[src/rtl/alog_pipe.sv]
// alog_pipe: two-stage base-2 antilog converter (log value {E,F} -> {1,F} * 2^E) with valid/ready.
// Optional build macro ALOG_ROUND_EN selects round-half-up on the shifted-out bits instead of truncation.
module alog_pipe #(
   parameter int IN_W   = 18,
   parameter int FRAC_W = 12,
   parameter int OUT_W  = 19
) (
   input  logic              clk,
   input  logic              rst,
   input  logic              in_valid,
   output logic              in_ready,
   input  logic [IN_W-1:0]   in_data,
   output logic              out_valid,
   input  logic              out_ready,
   output logic [OUT_W-1:0]  out_data,
   output logic              out_ovf,
   output logic              out_udf
);

   localparam int INT_W = IN_W - FRAC_W;
   localparam int PAD_W = OUT_W - FRAC_W - 1;
   localparam int SH_W  = $clog2(OUT_W + 2);
   localparam logic [INT_W:0]  OUT_W_K = (INT_W+1)'(OUT_W);
   localparam logic [SH_W-1:0] SH_MAX  = SH_W'(OUT_W + 1);

   logic              s1_v;
   logic              s2_v;
   logic              s1_ld_s;
   logic              s2_ld_s;

   logic [INT_W-1:0]  e_s;
   logic [FRAC_W-1:0] f_s;
   logic [INT_W:0]    k_s;
   logic              ovf_s;
   logic              zero_sh_s;
   logic [SH_W-1:0]   sh_s;

   logic [FRAC_W:0]   s1_m_r;
   logic [SH_W-1:0]   s1_sh_r;
   logic              s1_ovf_r;
   logic              s1_zero_sh_r;

   logic [OUT_W-1:0]  v_s;
   logic [OUT_W-1:0]  res_s;
   logic              udf_s;

   assign s2_ld_s   = !s2_v || out_ready;
   assign s1_ld_s   = !s1_v || s2_ld_s;
   assign in_ready  = s1_ld_s;
   assign out_valid = s2_v;

   // Decode E, F into the shift amount; k is E negated in one extra bit so E = min is not wrapped.
   assign e_s       = in_data[IN_W-1:FRAC_W];
   assign f_s       = in_data[FRAC_W-1:0];
   assign k_s       = -{e_s[INT_W-1], e_s};
   assign ovf_s     = !e_s[INT_W-1] && (e_s != {INT_W{1'b0}});
   assign zero_sh_s = !ovf_s && (k_s >= OUT_W_K);

   // Clamp the shift so anything past OUT_W becomes a single "fully shifted out" code.
   always_comb begin
      sh_s = {SH_W{1'b0}};
      if (ovf_s) begin
         sh_s = {SH_W{1'b0}};
      end else if (k_s > OUT_W_K) begin
         sh_s = SH_MAX;
      end else begin
         sh_s = k_s[SH_W-1:0];
      end
   end

   // Stage 1 register: mantissa with hidden one, shift amount and range flags.
   always_ff @(posedge clk) begin
      if (rst) begin
         s1_v         <= 1'b0;
         s1_m_r       <= {(FRAC_W+1){1'b0}};
         s1_sh_r      <= {SH_W{1'b0}};
         s1_ovf_r     <= 1'b0;
         s1_zero_sh_r <= 1'b0;
      end else if (s1_ld_s) begin
         s1_v <= in_valid;
         if (in_valid) begin
            s1_m_r       <= {1'b1, f_s};
            s1_sh_r      <= sh_s;
            s1_ovf_r     <= ovf_s;
            s1_zero_sh_r <= zero_sh_s;
         end
      end
   end

   assign v_s = OUT_W'(s1_m_r) << PAD_W;

`ifdef ALOG_ROUND_EN
   logic [OUT_W:0] wide_s;

   // The guard bit below the LSB is the first bit shifted out; adding it gives round-half-up.
   assign wide_s = {v_s, 1'b0} >> s1_sh_r;

   // Shifted result with rounding; at k == OUT_W only the guard bit survives.
   always_comb begin
      res_s = {OUT_W{1'b1}};
      if (s1_ovf_r) begin
         res_s = {OUT_W{1'b1}};
      end else if (s1_zero_sh_r) begin
         res_s = OUT_W'(wide_s[0]);
      end else begin
         res_s = wide_s[OUT_W:1] + OUT_W'(wide_s[0]);
      end
   end
`else
   // Shifted result with truncation.
   always_comb begin
      res_s = {OUT_W{1'b1}};
      if (s1_ovf_r) begin
         res_s = {OUT_W{1'b1}};
      end else if (s1_zero_sh_r) begin
         res_s = {OUT_W{1'b0}};
      end else begin
         res_s = v_s >> s1_sh_r;
      end
   end
`endif

   assign udf_s = !s1_ovf_r && (res_s == {OUT_W{1'b0}});

   // Stage 2 register: output data and flags hold while the consumer stalls.
   always_ff @(posedge clk) begin
      if (rst) begin
         s2_v     <= 1'b0;
         out_data <= {OUT_W{1'b0}};
         out_ovf  <= 1'b0;
         out_udf  <= 1'b0;
      end else if (s2_ld_s) begin
         s2_v <= s1_v;
         if (s1_v) begin
            out_data <= res_s;
            out_ovf  <= s1_ovf_r;
            out_udf  <= udf_s;
         end
      end
   end

endmodule

[config.mk]
export PLATFORM = sky130hd
export DESIGN_NAME = alog_pipe
export DESIGN_NICKNAME = d
export VERILOG_FILES = /design/src/rtl/alog_pipe.sv
export SDC_FILE = /design/constraint.sdc
export NUM_CORES = 1
export LEC_CHECK = 0
export ABC_AREA = 0
export CAP_MARGIN = 20
export CORE_MARGIN = 2
export CORE_UTILIZATION = 44
export CTS_BUF_LIST = sky130_fd_sc_hd__clkbuf_4
export DETAILED_ROUTE_END_ITERATION = 12
export HOLD_SLACK_MARGIN = 0.05
export PLACE_DENSITY = 0.68
export SKIP_CTS_REPAIR_TIMING = 1
export SLEW_MARGIN = 30
export SYNTH_ARGS = -nofsm -noshare
export SYNTH_HDL_FRONTEND = slang
export SYNTH_SLANG_ARGS = --single-unit
[constraint.sdc]
create_clock -name clk -period 2.7 [get_ports clk]
set_input_delay 0.54 -clock clk [delete_from_list [all_inputs] [get_ports clk]]
set_output_delay 0.54 -clock clk [all_outputs]
set_load 0.1 [all_outputs]
==> results of run 1 <==
[final timing paths]
kind	from	end	slack [ns]
worst min register to register	out_data[17]$_SDFFE_PP0P_	out_data[17]$_SDFFE_PP0P_	0.51
worst max register to register	s1_sh_r[1]$_SDFFE_PP0P_	out_udf$_SDFFE_PP0P_	0.44
worst min-delay path	out_data[17]$_SDFFE_PP0P_	out_data[17]$_SDFFE_PP0P_	0.51
worst max-delay path	in_data[12]	s1_sh_r[2]$_SDFFE_PP0P_	0.30
[registers in the layout, indices dropped and copies added (netlist names)]
signal        flops
out_ovf           1
out_valid         1
s1_v              1
out_udf           1
s1_ovf_r          1
s1_m_r           13
s1_zero_sh_r      1
out_data         19
s1_sh_r           5
[per-stage QoR]
step | instances | hold WS [ns]
finish | 436 | 0.506
global route | 436 | 0.530
floorplan | 316 | 0.457
CTS | 436 | 0.507
detailed placement | 428 | 0.485
global placement | 428 | 0.478
[Yosys cell counts, types with 4 or more instances]
library cell | instances | area share, %
clkbuf_1 | 17 | 2.4
o22ai_1 | 8 | 1.9
a211oi_1 | 7 | 2.0
a21oi_1 | 29 | 5.5
nor3_1 | 11 | 2.1
nand2_1 | 37 | 5.3
o21ai_1 | 7 | 1.3
dfxtp_1 | 43 | 33
mux4_2 | 10 | 8.6
o21ai_0 | 5 | 0.95
nor2b_1 | 5 | 1.2
mux2i_1 | 9 | 3.4
nand2b_1 | 4 | 0.95
inv_1 | 5 | 0.71
a22oi_1 | 5 | 1.4
a31oi_1 | 5 | 1.2
nor2_1 | 43 | 6.1
[area by class of cell]
class	count	area (sq um)
Clock buffer	5	37.5
Clock inverter	3	42.5
Fill cell	570	2640
Inverter	7	26.3
Multi-Input combinational cell	242	1630
Sequential cell	43	862
Tap cell	75	93.8
Timing Repair Buffer	61	523
[worst max-delay path: cells and delay by family]
| kind | cells | cell delay [ns] |
|---|---|---|
| compound gates | 5 | 1.18 |
| buf+inv | 2 | 0.56 |
| fa+ha+maj | 1 | 0.30 |
| simple gates | 1 | 0.11 |
[cell families (layout without fill, tap and decap cells)]
family,after synthesis,after routing,share of synthesized area [%]
AND/OR/NAND/NOR,124,124,22.5
adder cells (fa/ha/maj),2,2,0.952
AO/OA/AOI/OAI,87,87,21.5
multiplexers,27,27,16.3
flip-flops,43,43,32.7
buffers and inverters,31,76,5.43
XOR/XNOR,2,2,0.666
[power groups by stage]
| stage | clock, mW | combinational, mW | sequential [mW] |
|---|---|---|---|
| 4_1_cts | 0.425 | 0.514 | 0.716 |
| 3_3_place_gp | 0 | 0.507 | 0.728 |
| 2_1_floorplan | 0 | 0.232 | 0.873 |
| 5_1_grt | 0.448 | 0.549 | 0.723 |
| 6_report | 0.415 | 0.514 | 0.716 |
| 3_5_place_dp | 0 | 0.513 | 0.730 |
[per-layer routing]
layer,track usage [%],wire length (microns),up-vias
met5,0,0,-
met4,6.44,105,0
met3,2.78,271,11
met2,34.5,3080,69
met1,26.7,2970,1152
li1,-,-,1250
==> results.cfg, run 1 <==
[status]
status = finished clean

[synthesis]
ys.flop_type = dfxtp_1
synth-seq-cells = 43
ys_warn_count = 0
synth_area_per_cell_sq_um = 8.32
synth_fp_nets = 340
ys_seq_area_share_pct = 32.7
synth-edff-count = 0
syn_inst = 316
ys_types = 58
syn_area_sq_um = 2630
synthArstFlopShare_pct = 0

[setup_path]
path_max_fanout = 3
cpMostUsedCell = a21oi_1
critPathLaunchType = input pin
crit_path_end_kind = flop
crit_slowest_cell = clkdlybuf4s50_1
reg2regPathDepth = 6
path_class = input pin to flop
critical_path.max_stage_delay_ns = 0.50
crit_chain = clkdlybuf4s50_1, inv_1, ha_1, nand4b_1, a31o_1, a221o_1, a21oi_1, o221ai_1, a21oi_1
crit_arrival_ns = 2.69
cp.required_ns = 2.99

[sta]
fin_crit_ns = 2.40
slew_violations = 0
post-route-period-util_pct = 89.0
setup_viol = 0
hold_violations = 0
max-slew-margin-rel_pct = 54.9
layout_setup_ws_ns = 0.298
finClkSkew_ns = 0.0111
worst_slew_pin_slew_ns = 0.677
clock.fmax_mhz = 416
rsz0062_at_grt = no
tns_ns = 0

[drt]
ant_nets = 0
viasPerCell = 5.69
vias = 2482
drtIter0Drc = 186
totalWireLength_mm = 6.42
dr.pass1.iters = 4
drc = 0
post_drt_wl_per_cell_microns = 14.7

[clock_tree]
cts_num_sinks = 43
clk_latency_ns = 0.36
htree_levels = 2
cts_tree = yes
cts_inserted_buffers = 5
clockRootBuffer = clkbuf_4
clockBufferDepth = 2
path_clk_slew_ns = 0.13

[pwr]
power.switching_mw = 0.596
finalPower_mw = 1.65
seqPwrFrac_pct = 43.5
switching_share_pct = 36.2
p_comb_share_pct = 31.3
pwr-share-clk_pct = 25.2
ir_drop_uv = 262
p_leak_nw = 1.25
p_per_area_nw_per_um2 = 512
intPower_mw = 1.05

[finish]
final_common_cell = nor2_1
post-route-util_pct = 54.9
synthToLayoutAreaGrowth_pct = 22.1
fin_nets = 384
drive_above_1_share_pct = 20.2
mostFrequentLayoutCells = nor2_1, dfxtp_1, buf_4
postLayoutCellArea_sq_um = 3210
diodes = 0

[global_route]
grt_max_degree = 24
grt_pass1_vias = 2314
antenna_found_initial = 0
grt_pass1_wl_mm = 10.6
gr-usage-all-layers_pct = 20.4
overflow = 0

[min_path]
hold-path-cell-count = 2
hold_path.class = flop to flop

[placed_design]
dp_hpwl_mm = 4.85
routabilityCongestion = 0.923
pre_cts_ws_ns = -0.0637
numPortBuffers = 44
placed_area_sq_um = 3130

[floorplan]
die_y_microns = 81.3
io_pins = 45
floorplan.initialDensity_pct = 44.9
rows = 28
fp.coreArea_sq_um = 5850
dieArea_sq_um = 6610
die_w_microns = 81.3

[run]
drv_cap = 0
Note: power is estimated with default switching activity, not from simulation.
==> run 2, diff against run 1 <==
- CORE_ASPECT_RATIO: not set -> 1.2
- CORE_UTILIZATION: 44 -> 50
- CTS_CLUSTER_SIZE: not set -> 20
- PLACE_DENSITY: 0.68 -> 0.76
==> run 2 against run 1 <==
Compared with the run above:
- global-route usage grew 2.5 points
- first-iteration DRC count shrank 36%
- sequential share of layout area grew 0.16 points
- final area shrank 0.58%
- setup slack lost 0.070 ns
- final cell count shrank 3.4%
- largest cell class unchanged
==> results.cfg, run 2 (synthesis gave the netlist of run 1 again) <==
[status]
status = finished clean

[global_route]
grt_pass1_vias = 2332
gr-usage-all-layers_pct = 22.8
overflow = 0
antenna_found_initial = 0
grt_pass1_wl_mm = 11.0
grt_max_degree = 25

[floorplan]
rows = 28
die_w_microns = 70.2
die_y_microns = 83.4
floorplan.initialDensity_pct = 52.5
fp.coreArea_sq_um = 5010
dieArea_sq_um = 5860
io_pins = 45

[finish]
top_regs = out_data (19), s1_m_r (13), s1_sh_r (5)
top_register = out_data
mostFrequentLayoutCells = nor2_1, dfxtp_1, buf_4
post-route-util_pct = 63.7
largest_register_ffs = 19
synthToLayoutAreaGrowth_pct = 21.4
drive_above_1_share_pct = 20.2
diodes = 0
fin_nets = 384
final_common_cell = nor2_1
nFillCells = 460
postLayoutCellArea_sq_um = 3190

[min_path]
hold_path.class = flop to flop
hold-path-cell-count = 2
worstHoldStart = out_data[18]$_SDFFE_PP0P_
min_to = out_data[18]$_SDFFE_PP0P_

[sta]
fin_crit_ns = 2.47
clock.fmax_mhz = 404
setup_viol = 0
slew_violations = 0
post-route-period-util_pct = 91.6
rsz0062_at_grt = no
worst_slew_pin_slew_ns = 0.668
max-slew-margin-rel_pct = 55.5
finClkSkew_ns = 0.0121
hold_violations = 0

[setup_path]
path_max_fanout = 4
rr_endpoint = out_udf$_SDFFE_PP0P_
critPathLaunchType = input pin
reg2regPathDepth = 7
rrSetupSlack_ns = 0.49
cp.required_ns = 2.98
crit_path_end_kind = flop
crit_arrival_ns = 2.75
path_class = input pin to flop
reg2reg_from = s1_sh_r[2]$_SDFFE_PP0P_

[placed_design]
routabilityCongestion = 0.940
placed_area_sq_um = 3110
numPortBuffers = 44
dp_hpwl_mm = 4.98

[clock_tree]
htree_levels = 2
clk_latency_ns = 0.35
clockBufferDepth = 2
path_clk_slew_ns = 0.13
cts_tree = yes
cts_num_sinks = 43
clockRootBuffer = clkbuf_4
cts_inserted_buffers = 5

[pwr]
p_per_area_nw_per_um2 = 513
finalPower_mw = 1.64
p_leak_nw = 1.25
ir_drop_uv = 309

[run]
drv_cap = 0

[drt]
vias = 2459
drc = 0
drtIter0Drc = 119
viasPerCell = 5.84
post_drt_wl_per_cell_microns = 15.2
totalWireLength_mm = 6.42
ant_nets = 0
dr.pass1.iters = 4
run 2: cell counts in the layout (fill, tap and decap cells not counted):
No cell type changed its count.
run 2: routing by layer:
| metal | vias to the layer above | global-route usage, % | wire [microns] |
|---|---|---|---|
| li1 | 1240 | - | - |
| met1 | 1142 | 27.2 | 2650 |
| met2 | 69 | 42.0 | 3440 |
| met3 | 8 | 2.91 | 230 |
| met4 | 0 | 7.17 | 101 |
| met5 | - | 0 | 0 |
run 2: where the power goes:
group          switching, mW  leakage (nW)  total (mW)  internal, mW
logic                  0.333         0.852       0.513         0.179
clock network          0.212        0.0432       0.407         0.196
registers             0.0437         0.354       0.718         0.674
total                  0.589          1.25        1.64          1.05
run 2: how the worst max path moves through the flow:
stage	end	cells past startpoint	slack, ns	startpoint
final	s1_sh_r[2]$_SDFFE_PP0P_	9	0.23	in_data[12]
after CTS	s1_sh_r[2]$_SDFFE_PP0P_	9	0.23	in_data[12]
after detailed placement	s1_sh_r[2]$_SDFFE_PP0P_	9	-0.13	in_data[12]
after global placement	s1_sh_r[2]$_SDFFE_PP0P_	9	-0.004	in_data[12]
after global routing	s1_sh_r[2]$_SDFFE_PP0P_	9	0.08	in_data[12]
after floorplan	s1_m_r[0]$_SDFFE_PP0P_	7	0.02	out_valid$_SDFFE_PP0P_
run 2: per-stage QoR:
stage,TNS [ns],setup slack (ns),hold slack [ns],cells
finish,0,0.228,0.504,421
global route,0,0.0768,0.538,421
CTS,0,0.232,0.507,421
detailed placement,-0.294,-0.127,0.485,413
global placement,-0.00434,-0.00434,0.480,413
floorplan,0,0.0165,0.457,316
run 2: critical path, cell delays in order:
cell,delay [ns]
clkdlybuf4s50_1,0.54
inv_1,0.06
ha_1,0.30
nand4b_1,0.13
a31o_1,0.25
a221o_1,0.37
a21oi_1,0.24
o221ai_1,0.15
a21oi_1,0.18
run 2: area by class of cell:
cell class / count / area, sq um / area share [%]
multi-input cells: 242 / 1630 / 50.9
clock buffers: 5 / 37.5 / 1.18
repair buffers: 61 / 523 / 16.4
well taps: 60 / 75.1 / 2.35
inverters: 7 / 26.3 / 0.823
clock inverters: 3 / 42.5 / 1.33
flip-flops and latches: 43 / 862 / 27.0
